`src/rtl/ercm8_sched.sv`:
```
// ercm8_sched: round-robin scheduler feeding four requesters into one shared
// ERCM8 multiplier through a two-stage operand/response pipeline.
module ercm8_sched #(
    parameter logic [6:0] MASK_RST = 7'h00,
    parameter int         CNT_W    = 16
) (
    input  logic             clk,
    input  logic             rst,
    input  logic [3:0]       req_valid,
    output logic [3:0]       req_ready,
    input  logic [31:0]      req_a,
    input  logic [31:0]      req_b,
    input  logic             cfg_we,
    input  logic [1:0]       cfg_id,
    input  logic [6:0]       cfg_mask,
    output logic [7:0]       mul_a,
    output logic [7:0]       mul_b,
    output logic [6:0]       mul_mask,
    input  logic [15:0]      mul_p,
    output logic             rsp_valid,
    input  logic             rsp_ready,
    output logic [1:0]       rsp_id,
    output logic [15:0]      rsp_dat,
    output logic [CNT_W-1:0] op_cnt
);
    logic [1:0]       r_ptr;
    logic [6:0]       r_mask [4];
    logic             r_s1_v;
    logic [1:0]       r_s1_id;
    logic [7:0]       r_mul_a;
    logic [7:0]       r_mul_b;
    logic [6:0]       r_mul_mask;
    logic             r_s2_v;
    logic [1:0]       r_rsp_id;
    logic [15:0]      r_rsp_dat;
    logic [CNT_W-1:0] r_cnt;

    logic             w_s2_load;
    logic             w_s1_load;
    logic             w_gnt_v;
    logic [1:0]       w_gnt_id;
    logic             w_acc;

    assign w_s2_load = !r_s2_v || rsp_ready;
    assign w_s1_load = !r_s1_v || w_s2_load;
    assign w_acc     = w_gnt_v && w_s1_load;

    // Search starts just after the last grant so every requester gets a turn.
    always_comb begin
        w_gnt_v  = 1'b0;
        w_gnt_id = r_ptr;
        for (int k = 1; k <= 4; k++) begin
            if (!w_gnt_v && req_valid[r_ptr + 2'(k)]) begin
                w_gnt_v  = 1'b1;
                w_gnt_id = r_ptr + 2'(k);
            end
        end
    end

    always_comb begin
        req_ready = 4'b0000;
        if (w_acc && !rst) begin
            req_ready[w_gnt_id] = 1'b1;
        end
    end

    always_ff @(posedge clk or posedge rst) begin
        if (rst) begin
            r_ptr      <= 2'd3;
            for (int i = 0; i < 4; i++) begin
                r_mask[i] <= MASK_RST;
            end
            r_s1_v     <= 1'b0;
            r_s1_id    <= 2'd0;
            r_mul_a    <= 8'd0;
            r_mul_b    <= 8'd0;
            r_mul_mask <= 7'd0;
            r_s2_v     <= 1'b0;
            r_rsp_id   <= 2'd0;
            r_rsp_dat  <= 16'd0;
            r_cnt      <= '0;
        end else begin
            if (cfg_we) begin
                r_mask[cfg_id] <= cfg_mask;
            end
            if (w_s1_load) begin
                r_s1_v <= w_acc;
            end
            // Mask is read before this edge's cfg write lands.
            if (w_acc) begin
                r_ptr      <= w_gnt_id;
                r_s1_id    <= w_gnt_id;
                r_mul_a    <= req_a[8*w_gnt_id +: 8];
                r_mul_b    <= req_b[8*w_gnt_id +: 8];
                r_mul_mask <= r_mask[w_gnt_id];
            end
            if (w_s2_load) begin
                r_s2_v <= r_s1_v;
                if (r_s1_v) begin
                    r_rsp_id  <= r_s1_id;
                    r_rsp_dat <= mul_p;
                end
            end
            if (r_s2_v && rsp_ready) begin
                r_cnt <= r_cnt + 1'b1;
            end
        end
    end

    assign mul_a     = r_mul_a;
    assign mul_b     = r_mul_b;
    assign mul_mask  = r_mul_mask;
    assign rsp_valid = r_s2_v;
    assign rsp_id    = r_rsp_id;
    assign rsp_dat   = r_rsp_dat;
    assign op_cnt    = r_cnt;
endmodule
```
`config.mk`:
```
export PLATFORM = sky130hd
export DESIGN_NAME = ercm8_sched
export DESIGN_NICKNAME = d
export VERILOG_FILES = /design/src/rtl/ercm8_sched.sv
export SDC_FILE = /design/constraint.sdc
export NUM_CORES = 1
export LEC_CHECK = 0
export CORE_ASPECT_RATIO = 0.8
export CORE_UTILIZATION = 40
export DETAILED_ROUTE_END_ITERATION = 6
export PLACE_DENSITY = 0.79
export SYNTH_ARGS = -nofsm -noshare
export SYNTH_HDL_FRONTEND = slang
export SYNTH_SLANG_ARGS = --single-unit
```
`constraint.sdc`:
```
create_clock -name clk -period 10.7 [get_ports clk]
set_clock_uncertainty 0.1 [all_clocks]
set_input_delay 2.14 -clock clk [delete_from_list [all_inputs] [get_ports clk]]
set_output_delay 2.14 -clock clk [all_outputs]
set_load 0.1 [all_outputs]
```
Word level (Yosys, flattened, before mapping). Cells that the tools add are included.

Output and inout port bits: 62. Logic and storage cells: 73. Input bits: 97. Flip-flop bits (word level): 91.

Bitwise operators: 2. $add $sub $neg: 4. $lt $le $gt $ge: 9. Reduce and logical (&&, ||, !) cells: 17. Shift operators: 2. Multiplexer cells: 25.

Operator list (number): $shiftx 32x6->8 (2); $bwmux 28 (1); $mux 7 (3); $add 16x1->16 const B (1); $lt 2x3->1 const B (5); $bmux 7 s2 (1); $demux 7 s2 (1); $mux 1 (9); $bmux 1 s2 (4); $logic_and 1x1->1 (8); $mux 2 (4); $ge 3x3->1 const B (2); $logic_not 1->1 (6); $not 2->3 (2); $add 2x2->2 const B (2); $mux 4 (1); $lt 3x1->1 const B (1); $add 2x1->2 const B (1); $demux 1 s2 (1); $ge 2x1->1 const B (1); $logic_or 1x1->1 (2); $reduce_and 2->1 (1).

Depth between registers and ports, before layout. Gate-level depths: netlist (run 1).

Depth after elaboration: 18. Mapped depth: 8. Gate-level depth less buffers: 6.

Least setup slack after synthesis (run 1). Ideal clock, no wire load.

Kind: input -> output. Start: input port req_valid[2]. End: output port req_ready[1]. Arrival: 5.686 ns. Path buffers: 2. Cell stages on the path: 5. Required time: 8.460 ns. Path slack: 2.774 ns. Cell sequence: nor3b_1 > nor3_4 > buf_6 > buf_6 > nor4_1.

Cells in the longest elaborated chain, start to end: 17. Elaborated cells between the ends (all ways): 30. Classes of those cells: 2 x order compare; 19 x mux; 9 x reduce/logical.

Ends and longest elaborated chain: start, declared (line 9) `input logic [3:0] req_valid,`; $bmux 1 s2 (line 53) `if (!w_gnt_v && req_valid[r_ptr + 2'(k)]) begin`; $mux 1 (not written as such) (line 53); $mux 1 (line 53); $logic_not 1->1 (line 53); $logic_and 1x1->1 (line 53); $mux 1 (line 53); $logic_not 1->1 (line 53); $logic_and 1x1->1 (line 53); $mux 1 (line 53); $logic_not 1->1 (line 53); $logic_and 1x1->1 (line 53); $mux 2 (line 53); $lt 2x3->1 (not written as such) / $ge 2x1->1 (equally long branches) (line 63) `req_ready[w_gnt_id] = 1'b1;`; $logic_and 1x1->1 (not written as such) (line 63); $mux 1 (not written as such) (line 63); $demux 1 s2 (line 63); $mux 4 * (line 62) `if (w_acc && !rst) begin`; end, declared (line 10) `output logic [3:0] req_ready,`.

Mark *: on every way between the ends. The rest lies on a longest branch, timed or not. The select of a mux whose other input is x is not followed.

Worst setup path in the final report (run 1).
Start: input port req_valid[3]. End: output port req_ready[0].

The elaborated chain is that of the path after synthesis.

==> metrics.md, run 1 <==
| Metric | Value |
|---|---|
| Clk slew on worst S/H paths | 0.06 ns |
| Number of global-route vias before repair | approximately 3500 |
| Syn. warnings | 0 |
| RR Startpoint | r_ptr[1] |
| Critical Path Sink | req_ready[0] |
| Wire length per cell | 17.5 um |
| Core Area | around 0.011 sq mm |
| Delay-heaviest family, CP | simple AND/OR/NAND/NOR gates |
| WP depth | 6 |
| Cells after Synth | around 360 |
| Antenna Cells | 0 |
| Clock Sinks | 91 |
| Slowest stage delay, CP | around 1.2 ns |
| Post-route ant nets | 0 |
| H-tree levels | 3 |
| Detail Placement HPWL | between 8000 and 9000 um |
| PD cells | 264 mW/mm^2 |
| Final Power | approximately 1.7 mW |
| Post-synth EDFFs | 0 |
| Slew margin rel. | around 28% |
| Distinct cells, synth | 38 |
| Final setup violation count | 0 |
| Synthesized area | between 0.004 and 0.005 sq mm |
| Synth async-reset ratio | 100% |
| Most frequent cells in the layout | 158 x clkdlybuf4s50_1, 89 x dfrtp_1, 68 x mux2_2 |
| Worst vdd ir | 125 uV |
| Initial detailed-routing violation count | about 210 |
| Via Count | approximately 3500 |
| Critical path, cell by cell | clkdlybuf4s50_1 > nor4_1 > nand2b_1 > nor2_2 > and3_1 > clkdlybuf4s50_1 |
| DRC errors left | 0 |
| Synth Register Bits | 91 |
| Post-CTS Setup Inserts | 0 |
| Arrival @ worst endpoint | ~6.0 ns |
| Worst Hold Class | flop to flop |
| Most common cell after layout, fill and taps aside | clkdlybuf4s50_1 |
| Resized cells post-CTS | 0 |
| Worst-Margin Slew | 1.08 ns |
| Pre-antenna DRT Iters | 4 |
| Cts bufs inserted | 9 |
| Primary FF master, synth | dfrtp_1 |
| CP Launch Point | req_valid[3] |
| I/O Buffers | 158 |
| Status | finished clean |
| Most frequent CP cell | clkdlybuf4s50_1 |
| Total Wirelength | ~11000 um |
| Worst hold margin | 0.394 ns |
| RR Endpoint | mul_a[3] |
| RSZ-0062 raised after global routing | no |
| Syn_nets | around 450 |
| Final hold violation count | 0 |
| Area grow syn2layout | 41.0% |
| Hold Buf Count CTS | 0 |
| Crit path buffers/inverters | 2 |
| Max Slew Vio Count | 0 |
| First-pass GRT wire length | roughly 18000 um |
| Placer congestion estimate | between 0.8 and 0.9 |
| I/O pins | 159 |
| Crit-path slowest cell | clkdlybuf4s50_1 |
| Reg2Reg Setup Slack | 7.80 ns |
| Startpoint Class | input port |
| Row Count | 34 |
| CTS root buffer | clkbuf_16 |
| Crit-path max FO | 26 |
| Syn avg cell area | 12.8 sq um |
| CTS tree | built |
| Total track usage | approximately a fifth |
| CP Capture Type | output port |
| Largest net degree at the start of global routing | 67 |
| Die width | between 100 and 150 um |
| Initial Util | around two fifths |
| Clock latency on the worst-skew pair | roughly 0.33 ns |
| Die ar. | 0.0118 sq mm |
| Clock buffer depth | 2 |
| Initial antenna violation count | 0 |
| LEAKAGE | about 2.6 nW |
| Sequential area share after synthesis | about half |
| Die H | between 90 and 100 um |
| Share of layout cells above drive strength 1 | 19.2% |
| Max-cap viol count | 0 |
| Vias/cell | around 5.4 |
| Congestion Overflow GR | 0 |
| Layout Nets | about 600 |
| Data required, critical path | around 8.5 ns |
| Max Clk Rate | between 100 and 150 MHz |
| Crit share post-route | approximately 77% |
| TNS Setup | 0 ns |
| Worst r2r path cells | 6 |
| Setup CP Type | input port to output port |
| Tmin final | 8.20 ns |
-- sequential cells by signal, indices dropped and copies added (netlist names), 7 cells and up --
register,flops
mul_a,8
mul_b,8
rsp_dat,16
r_mask,28
op_cnt,16
mul_mask,7
-- layer usage --
layer | track usage (%) | up-vias | share of wire [%]
li1 | - | 1618 | -
met1 | 27.0 | 1754 | 45
met2 | 32.1 | 130 | 47
met3 | 5.16 | 8 | 7.1
met4 | 4.27 | 0 | 1.1
met5 | 0 | - | 0
-- worst register-to-register path: stages (launching register included) --
cell,delay [ns]
dfstp_2,0.61
mux2i_1,0.23
nor2_1,0.09
nor3_4,0.35
buf_4,0.62
mux2_2,0.45
a221o_1,0.33
-- power breakdown --
| part | switching, mW | internal (mW) |
|---|---|---|
| combinational | 0.611 | 0.253 |
| sequential | 0.0655 | 0.430 |
| clock | 0.128 | 0.205 |
| total | 0.804 | 0.888 |
-- per-stage QoR --
stage | setup WS [ns] | instance area, sq um | util, % | cells
floorplan | 2.77 | 4540 | - | 355
global placement | 2.53 | 6080 | 55.4 | 639
detailed placement | 2.44 | 6080 | 55.4 | 639
CTS | 2.44 | 6400 | 58.3 | 655
global route | 2.20 | 6400 | 58.3 | 655
finish | 2.50 | 6400 | 58.3 | 655
-- kinds of logic after synthesis --
| logic type | count (synthesis) | share of synthesized area [%] |
|---|---|---|
| muxes | 94 | 22.6 |
| xor gates and xnor gates | 15 | 2.89 |
| AOI/OAI and AO/OA | 29 | 6.06 |
| buffers and inverters | 24 | 6.14 |
| adders and majority gates | 1 | 0.275 |
| DFF | 91 | 50.2 |
| and+or+nand+nor | 101 | 11.8 |
-- synth_stat cells (4+ instances only) --
master     n  area, sq um
nand3_1   53          265
xnor2_1   12          105
nand2b_1   4         25.0
mux2i_1   24          240
buf_6      4         45.0
dfrtp_1   89         2230
mux2_2    68          766
nor3_1     4         20.0
clkbuf_8   9          124
and3_1     6         37.5
a221o_1   23          230
nor2_1     8         30.0
nand2_1   12         45.0
-- layout make-up --
cell class,instances,area (sq um)
clock inverters,6,90.1
inverters,2,8.76
multi-input cells,240,2000
fillers,865,4570
flip-flops and latches,91,2280
well taps,144,180
repair buffers,162,1610
clock buffers,10,229
-- how the worst min path moves through the flow --
stage               start    endpoint  slack [ns]  depth (start not counted)
2_1_floorplan  r_s1_id[1]  r_s1_id[1]        0.36                          2
5_1_grt        op_cnt[15]  op_cnt[15]        0.41                          1
6_report       op_cnt[15]  op_cnt[15]        0.39                          1
3_5_place_dp   op_cnt[15]  op_cnt[15]        0.38                          1
4_1_cts        op_cnt[13]  op_cnt[13]        0.40                          1
3_3_place_gp   op_cnt[15]  op_cnt[15]        0.37                          1
(Power assumes the default switching activity.)
==> run 2: changes to the inputs <==
==> constraint.sdc (replaced) <==
create_clock -name clk -period 8.1 [get_ports clk]
set_clock_uncertainty 0.1 [all_clocks]
set_input_delay 1.62 -clock clk [delete_from_list [all_inputs] [get_ports clk]]
set_output_delay 1.62 -clock clk [all_outputs]
set_load 0.1 [all_outputs]
==> run 2 against run 1 <==
- critical path depth is 1 higher
- design area is 0.70% lower
- sequential share of layout area is 0.25 points higher
- wire length is 2.3% lower
- global-route usage is 0.31 points lower
- die area stayed put
- largest cell class unchanged
- setup slack worse by 0.66 ns
- non-clock buffer count is 1 higher
- hold slack worse by 0.0040 ns
- combinational power is 32% higher
- first-iteration DRC count is 46% higher
==> metrics.md, run 2 (same netlist as run 1, synthesis figures left out) <==
| Metric | Value |
|---|---|
| Max Clk Rate | 160 MHz |
| Worst vdd ir | 143 uV (was 125 uV) |
| Tmin final | around 6.3 ns |
| Initial Util | 41.4% (unchanged) |
| Placer congestion estimate | 0.857 (was 0.818) |
| Max Slew Vio Count | 0 (unchanged) |
| Final setup violation count | 0 (unchanged) |
| Hold Buf Count CTS | 0 (unchanged) |
| Most frequent CP cell | clkdlybuf4s50_1 (unchanged) |
| Startpoint Class | input port (unchanged) |
| Delay-heaviest family, CP | buffers and inverters (was simple AND/OR/NAND/NOR gates) |
| Total track usage | 19.6% (was 19.9%) |
| Largest reg by FF count | r_mask (unchanged) |
| Pre-antenna DRT Iters | 4 (unchanged) |
| Max FFs per register | 28 (unchanged) |
| Worst-Margin Slew | 1.12 ns (was 1.08 ns) |
| Slowest stage delay, CP | 1.19 ns (was 1.15 ns) |
| Initial detailed-routing violation count | 312 (was 214) |
| Crit path buffers/inverters | 3 (was 2) |
| Max-cap viol count | 0 (unchanged) |
| Share of layout cells above drive strength 1 | 19.5% (was 19.2%) |
| Worst Hold Class | flop to flop (unchanged) |
| Resized cells post-CTS | 0 (unchanged) |
| Largest net degree at the start of global routing | 92 (was 67) |
| Setup CP Type | input port to output port (unchanged) |
| I/O pins | 159 (unchanged) |
| CP Capture Type | output port (unchanged) |
| Fin area | 0.00636 sq mm (was 0.00640 sq mm) |
| Area grow syn2layout | 40.0% (was 41.0%) |
| Crit-path slowest cell | clkdlybuf4s50_1 (unchanged) |
| Post-CTS Setup Inserts | 0 (unchanged) |
| Crit share post-route | 77.2% |
| Clk slew on worst S/H paths | 0.06 ns (about the same) |
| First-pass GRT wire length | 18000 um (was 18400 um) |
| I/O Buffers | 158 (unchanged) |
| RSZ-0062 raised after global routing | no (unchanged) |
| Initial antenna violation count | 0 (unchanged) |
| Clock latency on the worst-skew pair | 0.33 ns (about the same) |
| Core Area | 0.0110 sq mm (unchanged) |
| Worst hold margin | 0.390 ns (was 0.394 ns) |
| Slew margin rel. | 25.2% (was 27.8%) |
| Die width | 121 um (unchanged) |
| CTS root buffer | clkbuf_16 (unchanged) |
| Most frequent cells in the layout | 157 x clkdlybuf4s50_1, 89 x dfrtp_1, 68 x mux2_2 (was 158 x clkdlybuf4s50_1, 89 x dfrtp_1, 68 x mux2_2) |
| LEAKAGE | 2.62 nW (was 2.63 nW) |
| Placed cell area | 0.00609 sq mm (was 0.00608 sq mm) |
| PD cells | 342 mW/mm^2 (was 264 mW/mm^2) |
| Total Wirelength | 11200 um (was 11500 um) |
| TNS Setup | 0 ns (unchanged) |
| CTS tree | built (unchanged) |
| Most common cell after layout, fill and taps aside | clkdlybuf4s50_1 (unchanged) |
| Status | finished clean (unchanged) |
| Number of global-route vias before repair | 3493 (was 3479) |
| Clock Sinks | 91 (unchanged) |
| Via Count | 3439 (was 3510) |
| Data required, critical path | 6.38 ns (was 8.46 ns) |
| Critical path, cell by cell | clkdlybuf4s50_1 > nand3b_1 > a31oi_4 > buf_4 > nand2_1 > nor3_1 > clkdlybuf4s50_1 (was clkdlybuf4s50_1 > nor4_1 > nand2b_1 > nor2_2 > and3_1 > clkdlybuf4s50_1) |
| Layout Nets | 605 (was 604) |
| Fin util | 57.9% (was 58.3%) |
| Cts bufs inserted | 9 (unchanged) |
| Detail Placement HPWL | 7990 um (was 8250 um) |
| Congestion Overflow GR | 0 (unchanged) |
| Sequential Area | 0.00228 sq mm (unchanged) |
| DRC errors left | 0 (unchanged) |
| Wire length per cell | 17.1 um (was 17.5 um) |
| Post-route ant nets | 0 (unchanged) |
| Row Count | 34 (unchanged) |
| Final hold violation count | 0 (unchanged) |
| Die H | 97.3 um (unchanged) |
| Vias/cell | 5.24 (was 5.36) |
| Footprint of the multi-input gates | 0.00200 sq mm (unchanged) |
| Die ar. | 0.0118 sq mm (unchanged) |
| H-tree levels | 3 (unchanged) |
| # fillers | 916 (was 865) |
| Final Power | 2.17 mW (was 1.69 mW) |
| Crit-path max FO | 49 (was 26) |
| Arrival @ worst endpoint | 4.54 ns (was 5.96 ns) |
| Antenna Cells | 0 (unchanged) |
| Clock buffer depth | 2 (unchanged) |
run 2: final cells by class:
class                           count  area share (%)
Multi-Input combinational cell    240            31.5
Inverter                            2           0.138
Clock buffer                       10            3.60
Tap cell                          144            2.83
Clock inverter                      6           0.630
Timing Repair Buffer              163            25.4
Sequential cell                    91            35.9
run 2: routing by layer:
layer  GRT usage, %  routed length (um)  share of wire (%)
met1           26.8                5190                 46
met2           30.5                5140                 46
met3           4.46                 673                6.0
met4           6.84                 180                1.6
met5              0                   0                  0
run 2: final timing paths:
check                        startpoint      endpoint  slack, ns  cells past startpoint
max                        req_valid[3]  req_ready[3]       1.84                      7
min                          op_cnt[15]    op_cnt[15]       0.39                      1
max reg2reg                    r_ptr[1]      mul_a[2]       5.34                      6
min reg2reg                  op_cnt[15]    op_cnt[15]       0.39                      1
max in group asynchronous           rst    rsp_dat[6]       5.20                      3
min in group asynchronous           rst     rsp_id[1]       1.98                      3
run 2: report_power, final:
group	internal [mW]	switching, mW
Combinational	0.335	0.807
Clock	0.208	0.171
Sequential	0.568	0.0824
Total	1.11	1.06
run 2: per-stage QoR:
step                      setup slack [ns]  instances
after floorplan                       1.21        355
after global placement                1.96        640
after detailed placement              1.85        640
final                                 1.84        656
after CTS                             1.84        656
after global routing                  1.71        656
run 2: worst register-to-register path: stages (launching register included):
cell     delay (ns)
dfstp_2        0.61
mux2i_1        0.25
nor2_1         0.09
nor3_4         0.18
buf_4          0.61
mux2_2         0.48
a221o_1        0.32
